===== src/rtl/seq_pkg.sv =====
// Shared types and default sizing for the round sequencer.
package seq_pkg;

  typedef enum logic [1:0] {
    StIdle,
    StLaunch,
    StWait,
    StDone
  } seq_state_e;

  localparam int unsigned DefNumStages = 5;
  localparam int unsigned DefIterW     = 6;
  localparam int unsigned DefTimeout   = 1024;

  // Index width that stays legal for a single-stage build.
  function automatic int unsigned idx_width(input int unsigned n);
    return (n > 1) ? $clog2(n) : 1;
  endfunction

endpackage


===== src/rtl/next_stage_sel.sv =====
// Priority picker: lowest enabled stage above idx_i (or at idx_i when incl_i is set).
module next_stage_sel
  import seq_pkg::*;
#(
  parameter int unsigned NUM_STAGES = DefNumStages,
  localparam int unsigned IdxW      = idx_width(NUM_STAGES)
) (
  input  logic [NUM_STAGES-1:0] mask_i,
  input  logic [IdxW-1:0]       idx_i,
  input  logic                  incl_i,
  output logic [IdxW-1:0]       idx_o,
  output logic                  valid_o
);

  always_comb begin
    idx_o   = '0;
    valid_o = 1'b0;
    for (int i = 0; i < int'(NUM_STAGES); i++) begin
      if (!valid_o && mask_i[i] &&
          ((i > int'(idx_i)) || (incl_i && (i == int'(idx_i))))) begin
        idx_o   = IdxW'(i);
        valid_o = 1'b1;
      end
    end
  end

endmodule


===== src/rtl/round_sequencer.sv =====
// Launches enabled pipeline stages in ascending order for a number of rounds,
// waiting for each stage's completion pulse with a per-stage timeout.
module round_sequencer
  import seq_pkg::*;
#(
  parameter int unsigned NUM_STAGES = DefNumStages,
  parameter int unsigned ITER_W     = DefIterW,
  parameter int unsigned TIMEOUT    = DefTimeout
) (
  input  logic                  clk,
  input  logic                  rst,
  input  logic                  start,
  input  logic [ITER_W-1:0]     num_rounds,
  input  logic [NUM_STAGES-1:0] stage_en,
  input  logic [NUM_STAGES-1:0] stage_finish,
  output logic [NUM_STAGES-1:0] stage_start,
  output logic [ITER_W-1:0]     iteration,
  output logic                  busy,
  output logic                  finish,
  output logic                  error
);

  localparam int unsigned IdxW = idx_width(NUM_STAGES);
  localparam int unsigned TmoW = (TIMEOUT > 1) ? $clog2(TIMEOUT) : 1;
  localparam logic [TmoW-1:0] TmoLast = TmoW'(TIMEOUT - 1);

  seq_state_e            state_q, state_d;
  logic [ITER_W-1:0]     nr_q, nr_d;
  logic [NUM_STAGES-1:0] en_q, en_d;
  logic [IdxW-1:0]       idx_q, idx_d;
  logic [ITER_W-1:0]     iter_q, iter_d;
  logic                  err_q, err_d;
  logic [TmoW-1:0]       tmo_q, tmo_d;

  logic [NUM_STAGES-1:0] cur_onehot;
  logic [NUM_STAGES-1:0] low_mask;
  logic [IdxW-1:0]       low_idx, nxt_idx;
  logic                  low_valid, nxt_valid;

  // In IDLE the mask is being latched this cycle, so pick from the live input.
  assign low_mask   = (state_q == StIdle) ? stage_en : en_q;
  assign cur_onehot = NUM_STAGES'(1) << idx_q;

  next_stage_sel #(
    .NUM_STAGES(NUM_STAGES)
  ) u_low_sel (
    .mask_i (low_mask),
    .idx_i  ('0),
    .incl_i (1'b1),
    .idx_o  (low_idx),
    .valid_o(low_valid)
  );

  next_stage_sel #(
    .NUM_STAGES(NUM_STAGES)
  ) u_next_sel (
    .mask_i (en_q),
    .idx_i  (idx_q),
    .incl_i (1'b0),
    .idx_o  (nxt_idx),
    .valid_o(nxt_valid)
  );

  always_comb begin
    state_d = state_q;
    nr_d    = nr_q;
    en_d    = en_q;
    idx_d   = idx_q;
    iter_d  = iter_q;
    err_d   = err_q;
    tmo_d   = tmo_q;
    unique case (state_q)
      StIdle: begin
        if (start) begin
          nr_d   = num_rounds;
          en_d   = stage_en;
          iter_d = '0;
          err_d  = 1'b0;
          idx_d  = low_idx;
          state_d = ((num_rounds == '0) || !low_valid) ? StDone : StLaunch;
        end
      end
      StLaunch: begin
        tmo_d   = '0;
        state_d = StWait;
      end
      StWait: begin
        if ((stage_finish & ~cur_onehot) != '0) err_d = 1'b1;
        if ((stage_finish & cur_onehot) != '0) begin
          if (nxt_valid) begin
            idx_d   = nxt_idx;
            state_d = StLaunch;
          end else if (iter_q == (nr_q - ITER_W'(1))) begin
            state_d = StDone;
          end else begin
            iter_d  = iter_q + ITER_W'(1);
            idx_d   = low_idx;
            state_d = StLaunch;
          end
        end else if (tmo_q == TmoLast) begin
          err_d   = 1'b1;
          state_d = StDone;
        end else begin
          tmo_d = tmo_q + TmoW'(1);
        end
      end
      StDone: begin
        state_d = StIdle;
      end
      default: begin
        state_d = StIdle;
      end
    endcase
  end

  always_ff @(posedge clk) begin
    if (!rst) begin
      state_q <= StIdle;
      nr_q    <= '0;
      en_q    <= '0;
      idx_q   <= '0;
      iter_q  <= '0;
      err_q   <= 1'b0;
      tmo_q   <= '0;
    end else begin
      state_q <= state_d;
      nr_q    <= nr_d;
      en_q    <= en_d;
      idx_q   <= idx_d;
      iter_q  <= iter_d;
      err_q   <= err_d;
      tmo_q   <= tmo_d;
    end
  end

  assign stage_start = (state_q == StLaunch) ? cur_onehot : '0;
  assign iteration   = iter_q;
  assign busy        = (state_q != StIdle);
  assign finish      = (state_q == StDone);
  assign error       = err_q;

endmodule

===== config.mk =====
export PLATFORM = sky130hd
export DESIGN_NAME = round_sequencer
export DESIGN_NICKNAME = d
export VERILOG_FILES = /design/src/rtl/seq_pkg.sv /design/src/rtl/next_stage_sel.sv /design/src/rtl/round_sequencer.sv
export SDC_FILE = /design/constraint.sdc
export NUM_CORES = 1
export LEC_CHECK = 0
export BUFFER_PORTS_ARGS = -buffer_cell sky130_fd_sc_hd__buf_2
export CAP_MARGIN = 20
export CORE_MARGIN = 2
export CORE_UTILIZATION = 30
export DETAILED_ROUTE_END_ITERATION = 10
export PLACE_DENSITY = 0.45
export SLEW_MARGIN = 15
export SYNTH_ARGS = -nofsm -noshare
export SYNTH_HDL_FRONTEND = slang
export SYNTH_SLANG_ARGS = --single-unit

===== constraint.sdc =====
create_clock -name clk -period 4.8 [get_ports clk]
set_input_delay 0.72 -clock clk [delete_from_list [all_inputs] [get_ports clk]]
set_output_delay 0.72 -clock clk [all_outputs]
set_load 0.02 [all_outputs]

# After elaboration in Yosys (flattened, before gate mapping)
# Index checks and enable logic that the tools add are counted.
[totals]
ram_bits = 0
out_inout_bits = 14
mem_count = 0
inputBits = 19
regBits = 33
elab_cells = 108
latch_bits = 0
mem_bits_ro = 0
[op_classes]
eq_ne = 13
mul = 0
reduce_logical = 33
n_bitwise = 3
n_mux = 44
n_lt_le_gt_ge = 4
addsub = 3
n_div = 0
n_shift = 1
[ops]
columns = ["operator", "count"]
rows = [
  ["two-way mux 3 bit", 10],
  ["two-way mux 6 bit", 4],
  ["two-way mux 10 bit", 2],
  ["one-hot mux 10 bit (2 select lines)", 1],
  ["two-way mux 1 bit", 15],
  ["two-way mux 2 bit", 6],
  ["!= test 2 bit, second input constant", 6],
  ["one-hot mux 6 bit (2 select lines)", 1],
  ["logical AND 1 bit", 11],
  ["adder 10 x 1 -> 10 bit, second input constant", 1],
  ["bitwise AND 5 bit", 2],
  ["== test 10 bit, second input constant", 1],
  ["two-way mux 5 bit", 2],
  ["nonzero test 5 bit", 2],
  ["zero test 1 bit", 8],
  ["one-hot mux 2 bit (4 select lines)", 1],
  ["adder 6 x 1 -> 6 bit, second input constant", 1],
  ["== test 6 bit", 1],
  ["> comparator 2 x 3 -> 1 bit, first input constant", 2],
  ["zero test 6 bit", 1],
  ["!= test 3 bit, second input constant", 2],
  ["one-hot mux 3 bit (2 select lines)", 1],
  ["AND reduction 2 bit", 3],
  ["nonzero test 2 bit", 3],
  ["13 further kinds", 14],
]

# Logic depth before layout (Yosys ltp)
[logic_depth]
depth_word = 20
mapped_depth = 8
depth_no_buf = 8

# By module
# A second synthesis with hierarchy kept.
[hier_totals]
hier_cells = 288
area_unflattened_um2 = 2245.9
[by_module_without_submodules]
columns = ["module", "n_inst", "area_each_um2", "cells_each", "seq_area_each_um2"]
rows = [
  ["round_sequencer", 1, 1948.1, 246, 660.6],
  ["next_stage_sel", 2, 148.9, 21, 0.0],
]

# Worst setup path before layout
# OpenSTA, ideal clock, no wires.
[synth_path]
path_kind = "input to register"
from = "input stage_finish[1]"
to = "register tmo_q[2]"
stages = 6
arrival_ps = 2139
n_path_buf = 1
required_time_ps = 4726
setup_time_ps = 74
path_slack_ps = 2587
cell_sequence = "nor4bb_1 -> or3_1 -> or3_1 -> buf_2 -> or3_1 -> a31oi_1"
[synth_via]
elab_chain_len = 4
[synth_lines]
columns = ["element", "line", "rtl"]
rows = [
  ["start, declared", "round_sequencer.sv:15", "input logic [NUM_STAGES-1:0] stage_finish,"],
  ["bitwise AND 5 bit", "round_sequencer.sv:89", "if ((stage_finish & cur_onehot) != '0) begin"],
  ["nonzero test 5 bit", "round_sequencer.sv:89", ""],
  ["!= test 2 bit (no source line)", "-", ""],
  ["AND reduction 3 bit (no source line)", "-", ""],
  ["end signal, assigned", "round_sequencer.sv:132", "tmo_q <= tmo_d;"],
  ["end, declared", "round_sequencer.sv:33", "logic [TmoW-1:0] tmo_q, tmo_d;"],
]
# Every way passes these cells.
# A chain may end at the register's enable or synchronous reset.

# Worst setup path after layout
[layout_path]
from = "register state_q[1]"
to = "output stage_start[1]"
[layout_via]
elab_chain_len = 2
[layout_lines]
columns = ["element", "line", "rtl"]
rows = [
  ["start, declared", "round_sequencer.sv:27", "seq_state_e state_q, state_d;"],
  ["start signal, assigned", "round_sequencer.sv:118", "state_q <= StIdle;"],
  ["start signal, assigned", "round_sequencer.sv:126", "state_q <= state_d;"],
  ["== test 2 x 1 -> 1 bit", "round_sequencer.sv:136", "assign stage_start = (state_q == StLaunch) ? cur_onehot : '0;"],
  ["two-way mux 5 bit", "round_sequencer.sv:136", ""],
  ["end, declared", "round_sequencer.sv:16", "output logic [NUM_STAGES-1:0] stage_start,"],
]
# Every way passes these cells.

==> out/results.tsv <==
metric	value	unit
crit-path max FO	10	
post-DR wirelength/cell	14.2	um
crit path time final	2.42	ns
CTS Sinks	33	
Setup Skew	0.00736	ns
row cnt	29	
total number of vias	1835	
Worst slew margin	62.5	%
worst path required time	4.08	ns
ant diodes	0	
Static Leak	0.918	nW
cell area after synthesis	2000	um^2
Hold WC Path Type	flip-flop to flip-flop	
Pwr Density	313	nW/um^2
root buf cell	clkbuf_8	
starting density of the core	31.3	%
Syn Nets	273	
vias per cell	5.11	
CP startpoint kind	flip-flop	
maximum vdd drop	168	uV
die area	7330	um^2
Crit-path slowest cell	dfxtp_1	
Synth Instances	251	
hold_buf cts	0	
vias in the first global route	1797	
Core Area	6390	um^2
CTS buffer count	5	
Final Slew Violations	0	
first-pass GRT wire length	8510	um
post-synthesis register bit count	33	
clk buf depth	2	
Setup CP Type	flip-flop to primary output	
CP bufs+invs	1	
Final Setup Violations	0	
crit path cell chain	nand2b_1, or2_2, nor3b_1, buf_2	
family with the most delay on the worst path	simple AND/OR/NAND/NOR gates	
postcts setup bufs	0	
largest net degree at the start of global routing	20	
layout cells sized above 1	18.1	%
Die W	85.6	um
initial antenna violation count	0	
IO buf count	32	
Tcrit/Tclk final	50.4	%
Die Y	85.6	um
Post-synth EDFFs	0	
Power Total	0.000716	W
gr usage total	14.5	%
Avg Inst Size Synth	7.96	um^2
Post-Place Setup Slack	2.32	ns
Synth cell types	56	
H-tree depth	2	
status	finished, final reports clean	
post-cts sizing count	0	
count of TritonRoute iterations in the first routing pass	4	
Finished Core Util	35.8	%
Synth Flop Type	dfxtp_1	
final wirelength	5090	um
Max Clock Freq	413	MHz
Max stage delay on crit path	0.41	ns
arrival time worst endpoint	1.70	ns
Setup WS post-layout	2.38	ns
# DRC	0	
# IOs	33	
Layout Area Growth over Synthesis	14.5	%
synth warn	0	
Worst-Margin Slew	0.558	ns
routability cong.	0.768	
RSZ-0062 raised after global routing	false	
max_cap viols	0	
crit end category	primary output	
Seq/Total Area, Yosys	33.1	%
Final ANT Viol Nets	0	
GRT Residual Overflow	0	
DR iter-0 viols	55	
Fillers	704	
placed wire-length estimate	3890	um
Async SR Flop Fraction	0	%
Reg clk slew, reported paths	0.08	ns
CTS tree	built	
setup_tns	0	ns
final net count	303	
Clock Latency Late Sink	0.29	ns
Fin. Hold Viols	0	
## worst register-to-register path, stage by stage (launching register included)
cell and delay, ns:
dfxtp_1 0.63, nor4bb_1 0.41, nor3b_1 0.13, a41oi_4 0.38
nand3_4 0.19, or3_1 0.38, a21oi_1 0.14
## kinds of logic after synthesis
family          count (synthesis)  share of synthesized area, %
simple gates                  120                          31.9
mux                             1                         0.564
compound gates                 64                          22.0
flops                          33                          33.1
fa+ha+maj                       3                          1.88
xor+xnor                       13                          6.45
buf+inv                        17                          4.13
## sequential cells by signal, summed over array words and instances (netlist names)
signal	cells
tmo_q	10
iteration	6
nr_q	6
en_q	5
idx_q	3
state_q	2
error	1
## path summary, 6_finish.rpt
path | from | slack, ns | to | cells after the start
worst min-delay path | nr_q[5]$_SDFFE_PN0P_ | 0.48 | nr_q[5]$_SDFFE_PN0P_ | 2
worst min register to register | nr_q[5]$_SDFFE_PN0P_ | 0.48 | nr_q[5]$_SDFFE_PN0P_ | 2
worst max register to register | idx_q[1]$_SDFFE_PN0P_ | 2.49 | iteration[3]$_SDFFE_PN0P_ | 6
worst max-delay path | state_q[1]$_SDFFE_PN0P_ | 2.38 | stage_start[1] | 4
## power breakdown
part | total, W | internal (W) | leakage, nW | switching, W
registers | 0.000319 | 0.000290 | 0.268 | 0.0000287
clock network | 0.000209 | 0.000100 | 0.0439 | 0.000109
logic | 0.000188 | 0.0000771 | 0.606 | 0.000111
total | 0.000716 | 0.000467 | 0.918 | 0.000248
## cell usage in the layout, fill, tap and decap left out, types with 4 or more instances in the layout
| master | count |
|---|---|
| nand2_1 | 40 |
| dfxtp_1 | 33 |
| buf_2 | 32 |
| a21oi_1 | 25 |
| nor2_1 | 22 |
| nand3_1 | 11 |
| nor3_1 | 7 |
| or3_1 | 7 |
| inv_1 | 6 |
| xor2_1 | 6 |
| xnor2_1 | 6 |
| o21ai_1 | 6 |
| clkbuf_8 | 5 |
| nand2b_1 | 4 |
| nand4_1 | 4 |
## synth_stat cells (4+ instances only)
| cell type | number | area, um^2 |
|---|---|---|
| a21oi_1 | 25 | 125 |
| dfxtp_1 | 33 | 661 |
| inv_1 | 6 | 22.5 |
| nand2_1 | 40 | 150 |
| nand2b_1 | 4 | 25.0 |
| nand3_1 | 11 | 55.1 |
| nand4_1 | 4 | 25.0 |
| nor2_1 | 22 | 82.6 |
| nor3_1 | 7 | 35.0 |
| o21ai_1 | 6 | 30.0 |
| or3_1 | 7 | 43.8 |
| xnor2_1 | 6 | 52.6 |
| xor2_1 | 6 | 52.6 |
## metal layers
layer  share of wire (%)  vias up  GRT usage [%]
li1                    -      966              -
met1                  51      842           19.2
met2                  45       20           23.4
met3                 2.4        7           3.27
met4                 1.5        0           4.76
met5                   0        -              0
## stage by stage
| step | std cells | area [um^2] | hold WS (ns) |
|---|---|---|---|
| global placement | 351 | 2200 | 0.468 |
| CTS | 359 | 2290 | 0.479 |
| floorplan | 251 | 2000 | 0.448 |
| finish | 359 | 2290 | 0.481 |
| detailed placement | 351 | 2200 | 0.469 |
| global route | 359 | 2290 | 0.497 |
## cell type report
class / count / area (um^2) / share of cell area (%)
multi-input combinational: 201 / 1250 / 54.8
sequential: 33 / 661 / 28.9
tap: 77 / 96.3 / 4.21
clock inverter: 3 / 17.5 / 0.765
inverter: 8 / 30.0 / 1.31
timing repair buffer: 32 / 160 / 7.00
clock buffer: 5 / 68.8 / 3.01
Note: power is estimated with default switching activity, not from simulation.
